<file path="src/rtl/dot_accum.sv">
// dot_accum: two-stage signed multiply-accumulate that sums VEC_LEN operand
// pairs per result and holds each result until downstream accepts it.
//
// Ports:
//   clk       - single clock, all state updates on the rising edge
//   rst       - synchronous active-high reset
//   in_valid  - operand pair present on in_a/in_b
//   in_ready  - pair is accepted this cycle when in_valid is also high
//   in_a      - signed operand A (DATA_WIDTH)
//   in_b      - signed operand B (DATA_WIDTH)
//   out_valid - out_sum holds a finished dot product
//   out_ready - downstream accepts out_sum this cycle
//   out_sum   - signed dot product of one vector, modulo 2^ACC_WIDTH
module dot_accum #(
    parameter int DATA_WIDTH = 19,
    parameter int ACC_WIDTH  = 42,
    parameter int VEC_LEN    = 16
) (
    input  logic                         clk,
    input  logic                         rst,
    input  logic                         in_valid,
    output logic                         in_ready,
    input  logic signed [DATA_WIDTH-1:0] in_a,
    input  logic signed [DATA_WIDTH-1:0] in_b,
    output logic                         out_valid,
    input  logic                         out_ready,
    output logic signed [ACC_WIDTH-1:0]  out_sum
);

    localparam int CW = (VEC_LEN > 1) ? $clog2(VEC_LEN) : 1;
    localparam int PW = 2 * DATA_WIDTH;
    localparam logic [CW-1:0] LAST = CW'(VEC_LEN - 1);

    logic [CW-1:0]               cnt;
    logic                        p_valid;
    logic                        p_first;
    logic                        p_last;
    logic signed [ACC_WIDTH-1:0] p_prod;
    logic signed [ACC_WIDTH-1:0] acc;

    logic                        stall;
    logic                        accept;
    logic                        advance;
    logic signed [PW-1:0]        prod;
    logic signed [ACC_WIDTH-1:0] sum;

    // Only a finished vector blocked by an unaccepted previous result stalls.
    assign stall    = p_valid && p_last && out_valid && !out_ready;
    assign in_ready = !stall;
    assign accept   = in_valid && in_ready;
    assign advance  = p_valid && !stall;

    assign prod = PW'(in_a) * PW'(in_b);
    assign sum  = p_first ? p_prod : acc + p_prod;

    // Element counter: tags first/last pair of each vector.
    always_ff @(posedge clk) begin
        if (rst) begin
            cnt <= '0;
        end else if (accept) begin
            if (cnt == LAST) begin
                cnt <= '0;
            end else begin
                cnt <= cnt + 1'b1;
            end
        end
    end

    // Stage 1: registered product and its position tags.
    always_ff @(posedge clk) begin
        if (rst) begin
            p_valid <= 1'b0;
            p_first <= 1'b0;
            p_last  <= 1'b0;
            p_prod  <= '0;
        end else if (!stall) begin
            p_valid <= accept;
            if (accept) begin
                p_first <= (cnt == '0);
                p_last  <= (cnt == LAST);
                p_prod  <= ACC_WIDTH'(prod);
            end
        end
    end

    // Stage 2: accumulator and held result register.
    always_ff @(posedge clk) begin
        if (rst) begin
            acc       <= '0;
            out_valid <= 1'b0;
            out_sum   <= '0;
        end else begin
            if (advance) begin
                acc <= sum;
            end
            // A new result may load in the same cycle the old one is taken.
            if (advance && p_last) begin
                out_sum   <= sum;
                out_valid <= 1'b1;
            end else if (out_valid && out_ready) begin
                out_valid <= 1'b0;
            end
        end
    end

endmodule

</file>
<file path="config.mk">
export PLATFORM = sky130hd
export DESIGN_NAME = dot_accum
export DESIGN_NICKNAME = d
export VERILOG_FILES = /design/src/rtl/dot_accum.sv
export SDC_FILE = /design/constraint.sdc
export NUM_CORES = 1
export LEC_CHECK = 0
export ABC_AREA = 1
export BUFFER_PORTS_ARGS = -buffer_cell sky130_fd_sc_hd__buf_2
export CAP_MARGIN = 20
export CORE_MARGIN = 2
export CORE_UTILIZATION = 59
export DETAILED_ROUTE_END_ITERATION = 12
export GPL_TIMING_DRIVEN = 0
export PLACE_DENSITY = 0.76
export SYNTH_ARGS = -nofsm -noshare
export SYNTH_HDL_FRONTEND = slang
export SYNTH_SLANG_ARGS = --single-unit
</file>
<file path="constraint.sdc">
create_clock -name clk -period 10.9 [get_ports clk]
set_clock_uncertainty 0.2 [all_clocks]
set_input_delay 2.18 -clock clk [delete_from_list [all_inputs] [get_ports clk]]
set_output_delay 2.18 -clock clk [all_outputs]
set_load 0.01 [all_outputs]
</file>
==> summary.md, run 1 <==
| Metric | Value |
|---|---|
| Run status | `complete, no violations` |
| R2R cell count | `17` |
| Reg-to-reg critical path startpoint | `p_prod[0]$_SDFFE_PP0P_` |
| Initial Util | `60.1%` |
| Post-route ant nets | `0` |
| # diodes | `0` |
| Nets@finish | `4032` |
| Fin. Hold Viols | `0` |
| DRC errors left | `0` |
| Routed WL | `71200 microns` |
| Share of post-route cells with drive strength above 1 | `5.41%` |
| Period Utilization, post-route | `86.5%` |
| Core area | `38900 sq um` |
| Synth Instances | `3398` |
| CTS Hold Bufs | `0` |
| Routed WL per cell | `17.8 microns` |
| GP Congestion | `1.01` |
| Crit path from | `in_b[2]` |
| Critical path peak fanout | `10` |
| Fillers | `3631` |
| Crit path DAT | `9.57 ns` |
| Die Ht | `203 microns` |
| Reg-to-reg slack, setup | `7.67 ns` |
| FFs w/ async S/R, synth | `0%` |
| GRT Resource Usage Total | `35.9%` |
| Syn_area_per_cell | `6.88 sq um` |
| Setup TNS | `0 ns` |
| Vias in the first global route | `22000` |
| Worst min-delay path class | `reg -> reg` |
| Vias | `21100` |
| Max-Cap Viols | `0` |
| Area occupied by multi-input gates | `16900 sq um` |
| Final-report setup violation count | `0` |
| Sequential fraction of the synthesis area | `11.1%` |
| Grt total ovfl | `0` |
| Worst setup path endpoint | `p_prod[27]$_SDFFE_PP0P_` |
| Mapped Area | `23400 sq um` |
| Row cnt | `72` |
| Total CTS buffers | `17` |
| Later-pin clock latency in the skew report | `0.45 ns` |
| Fmax | `0.106 GHz` |
| Vias/cell | `5.27` |
| HPWL after DPL | `61500 microns` |
| Final Max Slew Viols | `0` |
| Ports | `86` |
| Die width | `203 microns` |
| Top_reg_cell synth | `dfxtp_1` |
| Cts repair resizes | `0` |
| Largest net degree at the start of global routing | `17` |
| CP Capture Type | `register` |
| Die ar. | `41300 sq um` |
| Area Overhead vs Synth | `6.14%` |
| Htree depth | `4` |
| Yosys warnings | `0` |
| Req. time, crit path | `11.04 ns` |
| Slew Limit Headroom | `41.2%` |
| Count of cell types in the netlist | `46` |
| Setup CP Type | `in -> reg` |
| Clock sink total | `130` |
| #FFs+latches synth | `130` |
| First-pass GRT wire length | `113000 microns` |
| Post-synth EDFFs | `0` |
| Worst Tran Pin Value | `0.882 ns` |
| CTS tree | `built` |
| Reg area | `2600 sq um` |
| Clk Tree Root Cell | `clkbuf_16` |
| Most frequent cells in the layout | `nand2_1 (892), inv_1 (877), fa_1 (370)` |
| First-pass DRT Iterations | `8` |
| Setup bufs post-CTS | `0` |
| Most common cell after layout, fill and taps aside | `nand2_1` |
| Initial antenna violation count | `0` |
| Worst setup SP type | `primary input` |
| RR Endpoint | `out_sum[18]$_SDFFE_PP0P_` |
| Max Root-Sink Buffers | `2` |
| Minimum clock period | `9.43 ns` |
| Unrepaired setup endpoints after global routing | `no` |
| Initial drt markers | `1248` |
| Clk slew on worst S/H paths | `0.06 ns` |
| Post-synthesis net count | `3966` |
| IO Port Bufs | `47` |
synthesized netlist by cell type (all sizes together), types with 3 or more instances:
cell type | count | area (sq um)
a31oi | 4 | 25.0
nand2 | 909 | 3460
xnor2 | 7 | 61.3
o211ai | 12 | 90.1
inv | 898 | 3370
clkbuf | 90 | 338
o21bai | 5 | 37.5
nand4 | 18 | 113
o21ai | 86 | 438
or2 | 22 | 138
a21boi | 3 | 22.5
nand3 | 159 | 816
dfxtp | 130 | 2600
nand3b | 14 | 105
buf | 33 | 150
clkinv | 7 | 26.3
ha | 156 | 1950
fa | 370 | 7410
a21o | 3 | 22.5
nor2 | 339 | 1350
nor3 | 6 | 56.3
a21oi | 90 | 488
xor2 | 25 | 219
worst max-delay path, cell delays in order:
cell and delay (ns):
clkbuf_1 0.49, buf_1 0.52, nand2_1 0.21, fa_1 0.66
inv_1 0.14, fa_1 0.50, fa_1 0.82, inv_1 0.31
fa_1 0.55, inv_1 0.05, fa_1 0.53, inv_1 0.05
fa_1 0.48, inv_1 0.04, ha_1 0.27, ha_1 0.32
inv_1 0.11, o21ai_0 0.16, o21bai_1 0.23, a21oi_1 0.36
o211ai_1 0.25, nand2_1 0.10, nand2_1 0.05, o21ai_1 0.14
inv_1 0.05
metal layers:
| layer | share of wire (%) | track usage (%) |
|---|---|---|
| met2 | 50 | 65.8 |
| met3 | 5.6 | 4.38 |
| met1 | 38 | 40.3 |
| met5 | 0 | 0 |
| met4 | 6.2 | 19.9 |
how the worst min path moves through the flow:
stage                     depth (start not counted)  slack [ns]                    start                 endpoint
final                                             2        0.26  out_sum[1]$_SDFFE_PP0P_  out_sum[1]$_SDFFE_PP0P_
after global routing                              2        0.30      acc[0]$_SDFFE_PP0P_      acc[0]$_SDFFE_PP0P_
after CTS                                         2        0.26  out_sum[1]$_SDFFE_PP0P_  out_sum[1]$_SDFFE_PP0P_
after detailed placement                          2        0.26  out_sum[1]$_SDFFE_PP0P_  out_sum[1]$_SDFFE_PP0P_
after global placement                            2        0.25  out_sum[1]$_SDFFE_PP0P_  out_sum[1]$_SDFFE_PP0P_
after floorplan                                   2        0.24      acc[0]$_SDFFE_PP0P_      acc[0]$_SDFFE_PP0P_
flip-flops by register name (all words and copies together) (netlist names):
| signal | cells |
|---|---|
| acc | 42 |
| cnt | 4 |
| out_sum | 42 |
| out_valid | 1 |
| p_first | 1 |
| p_last | 1 |
| p_prod | 38 |
| p_valid | 1 |
cells by family (layout without fill, tap and decap cells):
family | count (synthesis) | after routing | share of synthesized area (%)
compound gates | 208 | 208 | 4.97
xor+xnor | 32 | 32 | 1.20
fa+ha+maj | 526 | 526 | 40.0
buf+inv | 1028 | 1106 | 16.6
flops | 130 | 130 | 11.1
simple gates | 1474 | 1474 | 26.1
area by class of cell:
class	count	area share [%]
Multi-Input combinational cell	2240	68.1
Inverter	905	13.7
Sequential cell	130	10.5
Tap cell	518	2.61
Buffer	123	1.97
Clock buffer	19	1.78
Timing Repair Buffer	47	0.947
Clock inverter	12	0.443
through the flow:
stage	setup WS (ns)	instances	instance area, sq um	hold slack, ns	util [%]
6_report	1.47	3994	24800	0.262	63.8
5_1_grt	1.02	3994	24800	0.296	63.8
4_1_cts	1.52	3994	24800	0.264	63.8
3_5_place_dp	1.04	3963	24300	0.256	62.4
3_3_place_gp	1.15	3963	24300	0.252	62.4
2_1_floorplan	2.55	3398	23400	0.243	-
Power of run 1 is left out: the tool's default activity adds up to more than one toggle a clock period on the data nets, which glitch-free logic cannot reach.
==> inputs of run 2 (changes only) <==
--- a/config.mk
+++ b/config.mk
@@ -10,8 +10,9 @@
 export CAP_MARGIN = 20
 export CORE_MARGIN = 2
 export CORE_UTILIZATION = 59
+export CTS_CLUSTER_DIAMETER = 200
 export DETAILED_ROUTE_END_ITERATION = 12
-export GPL_TIMING_DRIVEN = 0
+export GPL_TIMING_DRIVEN = 1
 export PLACE_DENSITY = 0.76
 export SYNTH_ARGS = -nofsm -noshare
 export SYNTH_HDL_FRONTEND = slang
==> constraint.sdc (replaced) <==
create_clock -name clk -period 9.6 [get_ports clk]
set_clock_uncertainty 0.2 [all_clocks]
set_input_delay 1.92 -clock clk [delete_from_list [all_inputs] [get_ports clk]]
set_output_delay 1.92 -clock clk [all_outputs]
set_load 0.01 [all_outputs]
==> run 2 against run 1 <==
  * Cell count decreased by 2.0%
  * Worst setup slack got worse by 0.085 ns
  * Hold slack improved by 0.0030 ns
  * Via count is 3.5% lower
  * Core utilization is 0.58 points lower
  * Non-clock buffer count decreased by 80
  * Critical path depth rose by 1
  * Largest cell class unchanged
==> summary.md, run 2 (synthesis results as in run 1) <==
| Metric | Value |
|---|---|
| Most common cell after layout, fill and taps aside | `nand2_1` |
| Die ar. | `41300 sq um` |
| Worst min-delay path class | `reg -> reg` |
| Core area | `38900 sq um` |
| Initial Util | `60.1%` |
| Clk slew on worst S/H paths | `0.06 ns` |
| Final-report setup violation count | `0` |
| Row cnt | `72` |
| Vias/cell | `5.19` |
| GP Congestion | `0.998` |
| Die width | `203 microns` |
| Run status | `complete, no violations` |
| Finished layout cell area | `24600 sq um` |
| Later-pin clock latency in the skew report | `0.44 ns` |
| Htree depth | `4` |
| Final non-filler cell total | `3915` |
| CTS tree | `built` |
| # diodes | `0` |
| HPWL after DPL | `51700 microns` |
| Setup CP Type | `in -> reg` |
| Fin. Hold Viols | `0` |
| Minimum clock period | `8.22 ns` |
| Largest net degree at the start of global routing | `73` |
| Max Root-Sink Buffers | `2` |
| DRC errors left | `0` |
| Max-Cap Viols | `0` |
| CP Capture Type | `register` |
| Setup bufs post-CTS | `0` |
| Vias in the first global route | `21600` |
| Slew Limit Headroom | `36.6%` |
| Routed WL | `62400 microns` |
| Area Overhead vs Synth | `5.17%` |
| Ports | `86` |
| Largest regs | `acc x42, out_sum x42, p_prod x38` |
| Die Ht | `203 microns` |
| Vias | `20300` |
| Req. time, crit path | `9.74 ns` |
| GRT Resource Usage Total | `32.2%` |
| CTS Hold Bufs | `0` |
| Crit path DAT | `8.35 ns` |
| Grt total ovfl | `0` |
| Cts repair resizes | `0` |
| Share of post-route cells with drive strength above 1 | `6.36%` |
| Initial antenna violation count | `1` |
| Final Max Slew Viols | `0` |
| First-pass GRT wire length | `105000 microns` |
| Post-route ant nets | `0` |
| Setup TNS | `0 ns` |
| Nets@finish | `3952` |
| Clock sink total | `130` |
| Inst Count DP | `3883` |
| Worst setup SP type | `primary input` |
| Routed WL per cell | `15.9 microns` |
| Critical path peak fanout | `19` |
| Total CTS buffers | `17` |
| Fillers | `3571` |
| Period Utilization, post-route | `85.6%` |
| Clk Tree Root Cell | `clkbuf_16` |
| IO Port Bufs | `85` |
| Initial drt markers | `1280` |
| First-pass DRT Iterations | `6` |
| Unrepaired setup endpoints after global routing | `no` |
| Most frequent cells in the layout | `nand2_1 (892), inv_1 (876), fa_1 (370)` |
| Post-DP Area | `24000 sq um` |
| Fmax | `0.122 GHz` |
| Worst Tran Pin Value | `0.950 ns` |
==> run 2: cell type report <==
class | instances | area, sq um | area share, %
clock inverter | 15 | 151 | 0.615
clock buffer | 17 | 425 | 1.73
timing repair buffer | 90 | 465 | 1.89
multi-input combinational | 2240 | 16900 | 68.7
sequential | 130 | 2600 | 10.6
inverter | 905 | 3400 | 13.8
tap | 518 | 648 | 2.63
==> run 2: worst paths after layout <==
| kind | depth (start not counted) | startpoint | slack [ns] | to |
|---|---|---|---|---|
| max | 26 | in_a[18] | 1.38 | p_prod[37]$_SDFFE_PP0P_ |
| min | 2 | out_sum[1]$_SDFFE_PP0P_ | 0.26 | out_sum[1]$_SDFFE_PP0P_ |
| max reg2reg | 12 | out_valid$_SDFFE_PP0P_ | 6.37 | out_sum[15]$_SDFFE_PP0P_ |
| min reg2reg | 2 | out_sum[1]$_SDFFE_PP0P_ | 0.26 | out_sum[1]$_SDFFE_PP0P_ |
==> run 2: routing by layer <==
layer | routed length [microns] | GRT usage (%) | part of all wire, % | up-vias
met5 | 9 | 0 | 0.014 | -
met4 | 2800 | 14.6 | 4.5 | 2
met3 | 3420 | 4.19 | 5.5 | 192
met2 | 31700 | 59.0 | 51 | 641
met1 | 24500 | 37.5 | 39 | 9662
li1 | - | - | - | 9829
==> run 2: worst max-delay path, stage by stage <==
cell and delay, ns:
buf_2 0.35, nand2_1 0.22, fa_1 0.69, inv_1 0.13, fa_1 0.49, fa_1 0.83, inv_1 0.29, fa_1 0.55
inv_1 0.06, fa_1 0.52, inv_1 0.05, fa_1 0.47, inv_1 0.04, ha_1 0.26, ha_1 0.35, inv_1 0.08
o21ai_0 0.25, a21oi_1 0.16, a21boi_0 0.21, nor2_1 0.07, nand2_1 0.08, inv_1 0.04, nand2_1 0.05, nand3_1 0.06
nand2_1 0.09, inv_1 0.04
==> run 2: stage by stage <==
| stage | worst slack, ns | hold slack [ns] | utilization (%) |
|---|---|---|---|
| 5_1_grt | 0.967 | 0.295 | 63.2 |
| 4_1_cts | 1.40 | 0.265 | 63.2 |
| 6_report | 1.38 | 0.265 | 63.2 |
| 2_1_floorplan | 1.51 | 0.243 | - |
| 3_3_place_gp | 1.03 | 0.255 | 61.7 |
| 3_5_place_dp | 0.946 | 0.257 | 61.7 |
Power of run 2 is left out for the same reason.
==> inputs of run 3 (changes only) <==
--- a/config.mk
+++ b/config.mk
@@ -9,11 +9,10 @@
 export BUFFER_PORTS_ARGS = -buffer_cell sky130_fd_sc_hd__buf_2
 export CAP_MARGIN = 20
 export CORE_MARGIN = 2
-export CORE_UTILIZATION = 59
+export CORE_UTILIZATION = 40
 export CTS_CLUSTER_DIAMETER = 200
 export DETAILED_ROUTE_END_ITERATION = 12
 export GPL_TIMING_DRIVEN = 1
-export PLACE_DENSITY = 0.76
 export SYNTH_ARGS = -nofsm -noshare
 export SYNTH_HDL_FRONTEND = slang
 export SYNTH_SLANG_ARGS = --single-unit
==> run 3 against run 2 <==
  * Hold slack worse by 0.0037 ns
  * Cell count is 6.4% higher
  * Non-clock buffer count is 3 higher
  * Largest cell class unchanged
  * Wire length fell by 0.94%
  * Global-route usage decreased by 11 points
==> summary.md, run 3 (synthesis results as in run 1) <==
| Metric | Value |
|---|---|
| Share of post-route cells with drive strength above 1 | `6.32%` |
| Fin. Hold Viols | `0` |
| Run status | `complete, no violations` |
| Fmax | `0.124 GHz` |
| Unrepaired setup endpoints after global routing | `no` |
| GP Congestion | `0.979` |
| CTS tree | `built` |
| First-pass GRT wire length | `103000 microns` |
| CTS Hold Bufs | `0` |
| Period Utilization, post-route | `84.2%` |
| Most common cell after layout, fill and taps aside | `nand2_1` |
| Most frequent cells in the layout | `nand2_1 (892), inv_1 (877), fa_1 (370)` |
| DRC errors left | `0` |
| CP Buf/Inv Count | `9` |
| GRT Resource Usage Total | `21.4%` |
| Inst Count DP | `4133` |
| Final Max Slew Viols | `0` |
| Req. time, crit path | `9.73 ns` |
| Cts repair resizes | `0` |
| Max-Cap Viols | `0` |
| Minimum clock period | `8.08 ns` |
| Crit path DAT | `8.21 ns` |
| WHS Path Cells | `2` |
| Max incr delay on CP | `0.79 ns` |
| Critical path peak fanout | `19` |
| Vias/cell | `4.68` |
| Core area | `57800 sq um` |
| Worst hold path endpoint | `out_sum[1]$_SDFFE_PP0P_` |
| Final non-filler cell total | `4165` |
| Die ar. | `60400 sq um` |
| Later-pin clock latency in the skew report | `0.43 ns` |
| Initial antenna violation count | `0` |
| CP cell instances | `buf_2, nand2_1, fa_1, inv_1, fa_1, fa_1, inv_1, fa_1, inv_1, fa_1, inv_1, fa_1, inv_1, ha_1, ha_1, inv_1, o21ai_0, o21bai_1, a21oi_1, inv_1, a21oi_1, a21oi_1, o21ai_1, inv_1` |
| Htree depth | `4` |
| IO Port Bufs | `85` |
| CP Capture Type | `register` |
| Initial drt markers | `955` |
| Total CTS buffers | `17` |
| Final-report setup violation count | `0` |
| Most frequent CP cell | `inv_1` |
| Grt total ovfl | `0` |
| Delay-heaviest family, CP | `adder cells` |
| Clk slew on worst S/H paths | `0.06 ns` |
| Reg-to-reg critical path startpoint | `out_valid$_SDFFE_PP0P_` |
| Largest net degree at the start of global routing | `74` |
| Ports | `86` |
| Clk Tree Root Cell | `clkbuf_16` |
| Slowest cell on crit path | `fa_1` |
| Post-route ant nets | `0` |
| Slew Limit Headroom | `40.3%` |
| Fillers | `6186` |
| Worst min-delay path class | `reg -> reg` |
| Setup TNS | `0 ns` |
| First-pass DRT Iterations | `5` |
| Area Overhead vs Synth | `6.63%` |
| Vias | `19500` |
| Max Root-Sink Buffers | `2` |
| Worst Tran Pin Value | `0.895 ns` |
| Die Ht | `246 microns` |
| Vias in the first global route | `19800` |
| R2R cell count | `12` |
| Routed WL per cell | `14.8 microns` |
| RR Endpoint | `out_sum[15]$_SDFFE_PP0P_` |
| Nets@finish | `3955` |
| Routed WL | `61800 microns` |
| # diodes | `0` |
| Hold path startpoint | `out_sum[1]$_SDFFE_PP0P_` |
| Worst setup SP type | `primary input` |
| HPWL after DPL | `51400 microns` |
| Reg-to-reg slack, setup | `6.38 ns` |
| Initial Util | `40.5%` |
| Largest regs | `acc x42, out_sum x42, p_prod x38` |
| Clock sink total | `130` |
| Setup CP Type | `in -> reg` |
| Setup bufs post-CTS | `0` |
| Die width | `246 microns` |
| Row cnt | `88` |
-- run 3: changes by cell type in the layout (fill, tap and decap cells not counted), sizes merged --
cell / change
buf: +3
bufinv: +2
clkbuf: +4
clkinv: +2
clkinvlp: -2
inv: -6
-- run 3: area by class of cell --
class,instances,area [sq um],area share [%]
multi-input combinational,2240,16900,67.8
tap,765,957,3.84
clock buffer,21,450,1.81
sequential,130,2600,10.4
timing repair buffer,93,488,1.96
inverter,905,3400,13.6
clock inverter,11,136,0.547
-- run 3: worst reg2reg max path, stage by stage (launching register included) --
cell	delay, ns
dfxtp_1	0.32
inv_1	0.05
nor2_1	0.05
inv_2	0.07
nor3_4	0.05
nor2_4	0.07
buf_4	0.56
inv_2	0.31
nor2_4	0.14
buf_4	0.60
nand3_1	0.45
o211ai_1	0.17
inv_1	0.07
-- run 3: worst max-delay path by stage --
| stage | from | cells after the start | slack, ns | endpoint |
|---|---|---|---|---|
| after detailed placement | in_b[1] | 26 | 0.98 | p_prod[37]$_SDFFE_PP0P_ |
| final | in_b[1] | 24 | 1.52 | p_prod[35]$_SDFFE_PP0P_ |
| after global placement | in_b[1] | 24 | 1.05 | p_prod[35]$_SDFFE_PP0P_ |
| after CTS | in_b[1] | 26 | 1.45 | p_prod[37]$_SDFFE_PP0P_ |
| after floorplan | in_b[2] | 25 | 1.51 | p_prod[35]$_SDFFE_PP0P_ |
| after global routing | in_b[1] | 24 | 0.96 | p_prod[35]$_SDFFE_PP0P_ |
-- run 3: layer usage --
| layer | global-route usage, % | vias to the layer above | wire length, microns |
|---|---|---|---|
| met5 | 0 | - | 0 |
| met4 | 6.04 | 0 | 1540 |
| met3 | 2.06 | 86 | 2330 |
| met2 | 37.8 | 345 | 30000 |
| met1 | 27.8 | 9223 | 27900 |
| li1 | - | 9818 | - |
-- run 3: through the flow --
step | hold WS (ns) | setup slack, ns | util, % | cell area [sq um]
detailed placement | 0.256 | 0.983 | 42.1 | 24400
finish | 0.261 | 1.52 | 43.2 | 24900
global route | 0.277 | 0.960 | 43.2 | 24900
CTS | 0.264 | 1.45 | 43.2 | 24900
floorplan | 0.243 | 1.51 | - | 23400
global placement | 0.252 | 1.05 | 42.1 | 24400
Power of run 3 is left out for the same reason.
